--- src/rtl/mux8_rr_scheduler.sv ---
// Round-robin scheduler for a shared 8:1 mux: registered select, one-hot grant,
// per-grant cycle limit and one dead cycle between consecutive grants.
module mux8_rr_scheduler #(
  parameter int HOLD_MAX = 4
) (
  input  logic       clk,
  input  logic       rst_n,
  input  logic       enable,
  input  logic [7:0] req,
  output logic [2:0] sel,
  output logic [7:0] gnt,
  output logic       valid
);

  localparam logic [1:0] IDLE  = 2'd0;
  localparam logic [1:0] GRANT = 2'd1;
  localparam logic [1:0] GAP   = 2'd2;

  localparam logic [3:0] HOLD_LIMIT = 4'(HOLD_MAX);

  logic [1:0] state;
  logic [2:0] ptr;
  logic [3:0] cnt;
  logic [2:0] own;

  logic       found;
  logic [2:0] pick;

  // Scan ptr, ptr+1, ... ptr+7; the 3-bit add wraps 7 -> 0 on its own.
  always_comb begin
    // NOTE: every output of this block gets a default first, so no path
    // leaves a variable unassigned and no latch is inferred.
    found = 1'b0;
    pick  = ptr;
    for (int i = 0; i < 8; i++) begin
      logic [2:0] idx;
      idx = ptr + 3'(i);
      if (!found && req[idx]) begin
        found = 1'b1;
        pick  = idx;
      end
    end
  end

  // NOTE: all state and outputs update with non-blocking assignments so every
  // register samples the pre-edge values, whatever the statement order.
  always_ff @(posedge clk or negedge rst_n) begin
    if (!rst_n) begin
      state <= IDLE;
      ptr   <= 3'd0;
      cnt   <= 4'd0;
      own   <= 3'd0;
      sel   <= 3'd0;
      gnt   <= 8'h00;
      valid <= 1'b0;
    end else begin
      case (state)
        IDLE, GAP: begin
          if (enable && found) begin
            state <= GRANT;
            own   <= pick;
            sel   <= pick;
            gnt   <= 8'b1 << pick;
            valid <= 1'b1;
            cnt   <= 4'd1;
          end else begin
            state <= IDLE;
          end
        end
        GRANT: begin
          // Owner release, hold limit and disable all end the grant the same way.
          if (!req[own] || cnt == HOLD_LIMIT || !enable) begin
            state <= GAP;
            gnt   <= 8'h00;
            valid <= 1'b0;
            ptr   <= own + 3'd1;
          end else begin
            cnt <= cnt + 4'd1;
          end
        end
        default: begin
          state <= IDLE;
          gnt   <= 8'h00;
          valid <= 1'b0;
        end
      endcase
    end
  end

endmodule

--- config.mk ---
export PLATFORM = sky130hd
export DESIGN_NAME = mux8_rr_scheduler
export DESIGN_NICKNAME = d
export VERILOG_FILES = /design/src/rtl/mux8_rr_scheduler.sv
export SDC_FILE = /design/constraint.sdc
export NUM_CORES = 1
export LEC_CHECK = 0
export CAP_MARGIN = 30
export CORE_ASPECT_RATIO = 1.25
export CORE_MARGIN = 10
export CORE_UTILIZATION = 58
export DETAILED_ROUTE_END_ITERATION = 16
export PLACE_DENSITY = 0.82
export REMOVE_ABC_BUFFERS = 1
export SYNTH_ARGS = -nofsm -noshare
export SYNTH_HDL_FRONTEND = slang
export SYNTH_SLANG_ARGS = --single-unit
--- constraint.sdc ---
create_clock -name clk -period 11.2 [get_ports clk]
set_clock_uncertainty 0.2 [all_clocks]
set_input_delay 1.68 -clock clk [delete_from_list [all_inputs] [get_ports clk]]
set_output_delay 1.68 -clock clk [all_outputs]
set_load 0.02 [all_outputs]
-- Word level (Yosys, flattened, before mapping)
Cells that the tools add are included.
- add/subtract/negate cells: 9
- order comparisons: 9
- eq/ne operators: 6
- shifts and indexed selects: 1
- muxes and demuxes: 45
- reduce and logical (&&, ||, !) cells: 26
- operators by type and width (cell ; count):
    $lt 3x4->1 const B ; 9
    $bmux 1 s3 ; 9
    $mux 3 ; 7
    $mux 1 ; 20
    $mux 8 ; 2
    $pmux 8 s2 ; 1
    $add 3x3->3 const B ; 4
    $logic_not 1->1 ; 9
    $logic_and 1x1->1 ; 8
    $mux 4 ; 2
    $pmux 4 s2 ; 1
    $shl 1x3->8 const A ; 1
    $add 3x1->3 const B ; 2
    $add 3x2->3 const B ; 2
    $ne 2x2->1 const B ; 3
    $reduce_and 2->1 ; 3
    $add 4x1->4 const B ; 1
    $eq 4x3->1 const B ; 1
    $pmux 2 s2 ; 1
    $reduce_and 3->1 ; 1
    $eq 2x1->1 const B ; 1
    $eq 2x2->1 const B ; 1
    $logic_not 2->1 ; 1
    $logic_or 1x1->1 ; 2
    other kinds (4) ; 4
- flip-flop bits (word level): 21
- input port bits: 11
- output and inout port bits: 12
- logic and storage cells: 102

-- Logic depth before layout (Yosys ltp)
Gate-level depths: netlist of run 1.
- depth in word-level cells: 27
- mapped depth: 13
- mapped depth without buffers: 10

-- Worst setup path before layout of run 1
Ideal clock, no wire load.
- path type: input -> register
- from: in req[5]
- to: reg gnt[5]
- library setup time: 121 ps
- arrival: 4005 ps
- required time: 10879 ps
- path slack: 6874 ps
- cell stages on the path: 8
- path buffers: 0
- path through: mux2_4 -> mux4_2 -> o32a_4 -> or3_4 -> o221a_4 -> xnor2_2 -> and3_1 -> a22o_1
- longest elaborated chain between the ends: 27
- elaborated cells between the ends (all ways): 57
- those cells by class: eq/ne (2); shift (1); mux (35); reduce/logical (19)
- ends and longest elaborated chain (item ; RTL line ; text):
    start: declaration ; 9 ; input logic [7:0] req,
    $bmux 1 s3 ; 38 ; if (!found && req[idx]) begin
    $mux 1 (not written as such) ; 38 ;
    $mux 1 ; 38 ;
    $logic_not 1->1 ; 38 ;
    $logic_and 1x1->1 ; 38 ;
    $mux 1 ; 38 ;
    $logic_not 1->1 ; 38 ;
    $logic_and 1x1->1 ; 38 ;
    [11 not listed] ; n/a ;
    $logic_and 1x1->1 ; 38 ;
    $mux 1 ; 38 ;
    $logic_not 1->1 ; 38 ;
    $logic_and 1x1->1 ; 38 ;
    $mux 3 or $mux 1 (tied branches) ; 38 ;
    $shl 1x3->8 or $logic_and 1x1->1 (tied branches) ; 63, 59 ;
    $mux 8 or $ne 2x2->1 (tied branches) ; n/a ;
    $pmux 8 s2 or $reduce_and 2->1 (tied branches) ; n/a ;
    end signal: assignment ; 63 ; gnt <= 8'b1 << pick;
    end: declaration ; 11 ; output logic [7:0] gnt,
Several ways; a longest one is shown, not always the timed one. The select of a mux whose other input is x is not followed.
A chain may end at the register's enable or synchronous reset.

-- Worst setup path after layout of run 1
- from: reg ptr[1]
- to: reg gnt[6]
- longest elaborated chain between the ends: 27
- elaborated cells between the ends (all ways): 58
- those cells by class: add/sub (7); eq/ne (1); shift (1); mux (33); reduce/logical (16)
- ends and longest elaborated chain (item ; RTL line ; text):
    start: declaration ; 22 ; logic [2:0] ptr;
    start signal: assignment ; 76 ; ptr <= own + 3'd1;
    parallel branches: the longest is 27 deep, another holds $add 3x1->3 ; n/a ;
Several ways; the timed one is not identified. The select of a mux whose other input is x is not followed.

==> results of run 1 <==
[metrics by stage]
step / util, % / setup WS, ns / hold WS, ns / cells / instance area, µm²
3_3_place_gp: 67.8 / 6.19 / 0.259 / 240 / 2210
5_1_grt: 69.5 / 5.93 / 0.311 / 245 / 2260
2_1_floorplan: - / 6.85 / 0.299 / 181 / 1940
4_1_cts: 69.3 / 6.28 / 0.287 / 244 / 2250
3_5_place_dp: 67.8 / 6.11 / 0.267 / 240 / 2210
6_report: 69.5 / 6.20 / 0.279 / 245 / 2260
[cells by family (layout without fill, tap and decap cells)]
logic type               count (synthesis)  after routing  share of synthesized area, %
buffers and inverters                   17             36                          3.73
AO/OA/AOI/OAI                           41             41                          17.6
AND/OR/NAND/NOR                         60             60                          16.2
adder cells (fa/ha/maj)                  5              5                          3.16
flip-flops                              21             21                          26.5
multiplexers                            36             36                          27.9
XOR/XNOR                                 9              9                          4.74
[worst register-to-register path: stages, from the launching register on]
cell      delay (ns)
dfrtp_1         0.73
clkinv_1        0.45
ha_1            0.86
mux2_2          0.44
mux4_2          0.52
o32a_4          0.41
o32ai_1         0.35
a41oi_1         0.09
a221oi_1        0.38
o21ai_0         0.23
a22o_1          0.23
[metal layers]
layer  GRT usage (%)  vias to the layer above  part of all wire, %
met1            16.6                      825                   38
met2            28.6                       56                   54
li1                -                      775                    -
met5               0                        -                    0
met3            2.56                       10                  5.6
met4            7.94                        0                  2.1
[state kept, by name (all words and copies together), names as in the netlist]
register / flops
cnt: 4
ptr: 3
valid: 1
own: 3
state: 2
gnt: 8
[final timing paths]
kind,depth (start not counted),end
min reg2reg,2,valid
max,10,gnt[6]
min,2,valid
min in group asynchronous,1,cnt[2]
max reg2reg,10,gnt[6]
max in group asynchronous,1,gnt[4]
[layout make-up]
cell class / instances / area [µm²] / share of cell area, %
multi-input combinational: 151 / 1380 / 61.1
sequential: 21 / 526 / 23.3
timing repair buffer: 23 / 225 / 9.97
tap: 37 / 46.3 / 2.05
clock buffer: 3 / 41.3 / 1.83
inverter: 9 / 33.8 / 1.50
clock inverter: 1 / 7.51 / 0.332
[cells in the mapped netlist (4+ instances only)]
master,n,area [µm²]
dfrtp_1,21,526
nand2_1,18,67.6
mux4_2,14,315
mux2i_1,11,110
a22o_1,10,87.6
mux2_2,10,113
nor2_1,9,33.8
inv_1,7,26.3
nor4_1,6,37.5
ha_1,5,62.6
o21ai_0,5,25.0
clkbuf_1,4,15.0
nand2b_1,4,25.0
xor2_1,4,35.0
==> impl_metrics.env, run 1 <==
export IMPL_die_w_um=72.3
export IMPL_cp_slowest_stage_delay_ns=0.86
export IMPL_async_reset_ff_share_pct=100
export IMPL_clockRootBuffer="clkbuf_8"
export IMPL_status="complete, no violations"
export IMPL_fillers=258
export IMPL_setup_viol=0
export IMPL_start_kind="flop"
export IMPL_hold_class="flop to flop"
export IMPL_hold_violations=0
export IMPL_grt_total_usage_pct=15.7
export IMPL_grt_pass1_wl_um=8100
export IMPL_crit_family="compound AO/OA/AOI/OAI gates"
export IMPL_crit_chain="clkinv_1 > ha_1 > mux2_2 > mux4_2 > o32a_4 > o32ai_1 > a41oi_1 > a221oi_1 > o21ai_0 > a22o_1"
export IMPL_grt_pass1_vias=1718
export IMPL_worstPathRequired_ns=11.15
export IMPL_drc=0
export IMPL_via_per_inst=6.80
export IMPL_post_drt_wl_per_cell_um=19.5
export IMPL_yosys_register_bits=21
export IMPL_worstMarginPinSlew_ns=0.915
export IMPL_path_max_fanout=18
export IMPL_cts_tree="built"
export IMPL_finalCritPeriodShare_pct=44.6
export IMPL_rr_startpoint="ptr[1]"
export IMPL_totalWireLength_um=4780
export IMPL_numCtsBuffers=3
export IMPL_crit_start="ptr[1]"
export IMPL_ys_warn_count=0
export IMPL_cp_arrival_ns=4.95
export IMPL_path_class="flop to flop"
export IMPL_regToRegSetupSlack_ns=6.20
export IMPL_grt_max_degree=22
export IMPL_syn_cell_area_mm2=0.00198
export IMPL_hp_start="valid"
export IMPL_post_route_cells_drive_above_1_share_pct=19.7
export IMPL_cts_sinks=21
export IMPL_rows=23
export IMPL_dieHeight_um=85.3
export IMPL_htreeDepth=1
export IMPL_antenna_cells=0
export IMPL_setup_tns_ns=0
export IMPL_dp_hpwl_um=3840
export IMPL_nets=225
export IMPL_drtPass1Iterations=4
export IMPL_period_needed_ns=5.00
export IMPL_cts_setup_buffers=0
export IMPL_drt_antenna_violating_nets=0
export IMPL_area_delta_synth_final_pct=14.2
export IMPL_synth_ff_type="dfrtp_1"
export IMPL_endpoint_kind="flop"
export IMPL_num_vias=1666
export IMPL_hold_buffers=0
export IMPL_clockBufferDepth=2
export IMPL_avgSynthCellArea_um2=10.5
export IMPL_gr_total_overflow=0
export IMPL_drv_slew=0
export IMPL_dieArea_mm2=0.00616
export IMPL_crit_buf_inv=1
export IMPL_yosysUniqueCellTypes=55
export IMPL_layout_commonest_cell="clkdlybuf4s50_1"
export IMPL_mostFrequentLayoutCells="clkdlybuf4s50_1, dfrtp_1, nand2_1"
export IMPL_antenna_found_initial=0
export IMPL_io_buffer_count=22
export IMPL_max_freq_mhz=200
export IMPL_syn_instance_count=189
export IMPL_path_clk_slew_ns=0.08
export IMPL_drv_cap=0
export IMPL_cpMaxStageDelayCell="ha_1"
export IMPL_grt_setup_unrepaired="no"
export IMPL_seq_area_frac_synth_pct=26.5
export IMPL_initial_core_util_pct=60.9
export IMPL_gp_congestion=1.02
export IMPL_synth_edf_count=0
export IMPL_cts_resized=0
export IMPL_relSlewSlack_pct=38.8
export IMPL_clk_latency_ns=0.27
export IMPL_core_area_mm2=0.00325
export IMPL_drt_iter0_markers=106
export IMPL_io_pins=23
Power of run 1 is left out: the tool's default activity adds up to more than one toggle a clock period on the data nets, which glitch-free logic cannot reach.
==> run 2: changes to the inputs <==
--- a/config.mk
+++ b/config.mk
@@ -8,9 +8,9 @@
 export CAP_MARGIN = 30
 export CORE_ASPECT_RATIO = 1.25
 export CORE_MARGIN = 10
-export CORE_UTILIZATION = 58
+export CORE_UTILIZATION = 56
 export DETAILED_ROUTE_END_ITERATION = 16
-export PLACE_DENSITY = 0.82
+export PLACE_DENSITY = 0.8
 export REMOVE_ABC_BUFFERS = 1
 export SYNTH_ARGS = -nofsm -noshare
 export SYNTH_HDL_FRONTEND = slang
==> constraint.sdc (replaced) <==
create_clock -name clk -period 5.1 [get_ports clk]
set_clock_uncertainty 0.2 [all_clocks]
set_input_delay 0.765 -clock clk [delete_from_list [all_inputs] [get_ports clk]]
set_output_delay 0.765 -clock clk [all_outputs]
set_load 0.02 [all_outputs]
==> impl_metrics.env, run 2 (same netlist as run 1, synthesis figures left out) <==
export IMPL_antenna_cells=0
export IMPL_gp_congestion=0.886
export IMPL_drv_cap=0
export IMPL_p_int_w=0.000942
export IMPL_numCtsBuffers=3
export IMPL_drt_iter0_markers=170
export IMPL_swShare_pct=49.3
export IMPL_dpl_cell_area_mm2=0.00223
export IMPL_dieArea_mm2=0.00633
export IMPL_finalNonFillerCells=251
export IMPL_largestRegisters="gnt x8, cnt x4"
export IMPL_io_pins=23
export IMPL_hold_violations=0
export IMPL_clockRootBuffer="clkbuf_8"
export IMPL_antenna_found_initial=0
export IMPL_cellPowerDensity_mw_per_mm2=808
export IMPL_drc=0
export IMPL_path_clk_slew_ns=0.08
export IMPL_p_leak_nw=0.956
export IMPL_pre_cts_ws_ns=0.698
export IMPL_num_vias=1712
export IMPL_p_sw_w=0.000915
export IMPL_ir_drop_uv=564
export IMPL_regToRegSetupSlack_ns=0.62
export IMPL_htreeDepth=1
export IMPL_max_freq_mhz=223
export IMPL_io_buffer_count=22
export IMPL_drt_antenna_violating_nets=0
export IMPL_clockBufferDepth=2
export IMPL_path_class="flop to flop"
export IMPL_grt_pass1_wl_um=8870
export IMPL_area_delta_synth_final_pct=16.2
export IMPL_relSlewSlack_pct=56.6
export IMPL_combPwrFrac_pct=77.3
export IMPL_post_route_cells_drive_above_1_share_pct=21.2
export IMPL_layout_commonest_cell="clkdlybuf4s50_1"
export IMPL_cts_setup_buffers=0
export IMPL_cts_resized=0
export IMPL_drtPass1Iterations=4
export IMPL_nets=229
export IMPL_mostFrequentLayoutCells="clkdlybuf4s50_1, dfrtp_1, nand2_1"
export IMPL_worstPathRequired_ns=5.05
export IMPL_grt_max_degree=22
export IMPL_start_kind="flop"
export IMPL_power_frac_seq_pct=16.7
export IMPL_fillers=282
export IMPL_post_drt_wl_per_cell_um=20.8
export IMPL_worstMarginPinSlew_ns=0.651
export IMPL_cts_tree="built"
export IMPL_core_area_mm2=0.00345
export IMPL_clock_power_share_pct=6.0
export IMPL_placedCellCount=245
export IMPL_grt_total_usage_pct=17.2
export IMPL_rows=24
export IMPL_clk_latency_ns=0.27
export IMPL_die_w_um=73.2
export IMPL_largest_register="gnt"
export IMPL_reg2reg_depth=10
export IMPL_grt_setup_unrepaired="no"
export IMPL_via_per_inst=6.82
export IMPL_fin_ws_ns=0.618
export IMPL_cts_sinks=21
export IMPL_dp_hpwl_um=4090
export IMPL_fin_area_mm2=0.00230
export IMPL_largest_reg_flops=8
export IMPL_totalWireLength_um=5230
export IMPL_gr_total_overflow=0
export IMPL_cp_arrival_ns=4.43
export IMPL_period_needed_ns=4.48
export IMPL_initial_core_util_pct=57.3
export IMPL_finalCritPeriodShare_pct=87.9
export IMPL_hold_buffers=0
export IMPL_hold_class="flop to flop"
export IMPL_setup_tns_ns=0
export IMPL_endpoint_kind="flop"
export IMPL_setup_viol=0
export IMPL_drv_slew=0
export IMPL_dieHeight_um=86.5
export IMPL_status="complete, no violations"
export IMPL_hold_path_cell_count=2
export IMPL_grt_pass1_vias=1816
export IMPL_path_max_fanout=15
[run 2: cell types whose count changed in the layout (fill, tap and decap cells not counted), sizes merged]
cell	before	now
buf	1	4
clkbuf	3	4
[run 2: metal layers]
layer | track usage (%) | vias to the layer above | share of wire [%]
met2 | 30.8 | 89 | 52
met1 | 18.3 | 814 | 39
li1 | - | 786 | -
met5 | 0 | - | 0
met4 | 11.2 | 0 | 4.5
met3 | 1.83 | 23 | 5.4
[run 2: layout make-up]
cell class | instances | area, µm² | area share, %
multi-input cells | 151 | 1380 | 60.0
flip-flops and latches | 21 | 526 | 22.9
repair buffers | 27 | 263 | 11.4
well taps | 39 | 48.8 | 2.12
clock buffers | 3 | 41.3 | 1.80
inverters | 9 | 33.8 | 1.47
clock inverters | 1 | 7.51 | 0.326
[run 2: final timing paths]
kind / endpoint / from
worst max-delay path: gnt[5] / ptr[1]
worst min-delay path: valid / valid
worst max register to register: gnt[5] / ptr[1]
worst min register to register: valid / valid
max in group asynchronous: gnt[1] / rst_n
min in group asynchronous: cnt[1] / rst_n
[run 2: critical path: stages, from the launching register on]
cell	delay, ns
dfrtp_1	0.68
clkinv_1	0.37
ha_1	0.51
mux2_2	0.40
mux4_2	0.52
o32a_4	0.41
or3_4	0.42
o221a_4	0.28
xnor2_2	0.15
and3_1	0.21
a22o_1	0.20
[run 2: metrics by stage]
| step | hold WS [ns] | util, % | total power, W |
|---|---|---|---|
| after floorplan | 0.269 | - | 0.00137 |
| after global placement | 0.262 | 64.6 | 0.00169 |
| after detailed placement | 0.268 | 64.6 | 0.00173 |
| after CTS | 0.288 | 66.0 | 0.00185 |
| after global routing | 0.322 | 66.6 | 0.00199 |
| final | 0.280 | 66.6 | 0.00186 |
[run 2: power by group through the flow]
stage               Clock (W)  Combinational (W)  Sequential [W]
finish               0.000111            0.00144        0.000311
global route         0.000119            0.00155        0.000321
CTS                  0.000112            0.00143        0.000310
detailed placement          0            0.00142        0.000312
global placement            0            0.00138        0.000307
floorplan                   0            0.00102        0.000352
Power figures use the tool's default switching activity.
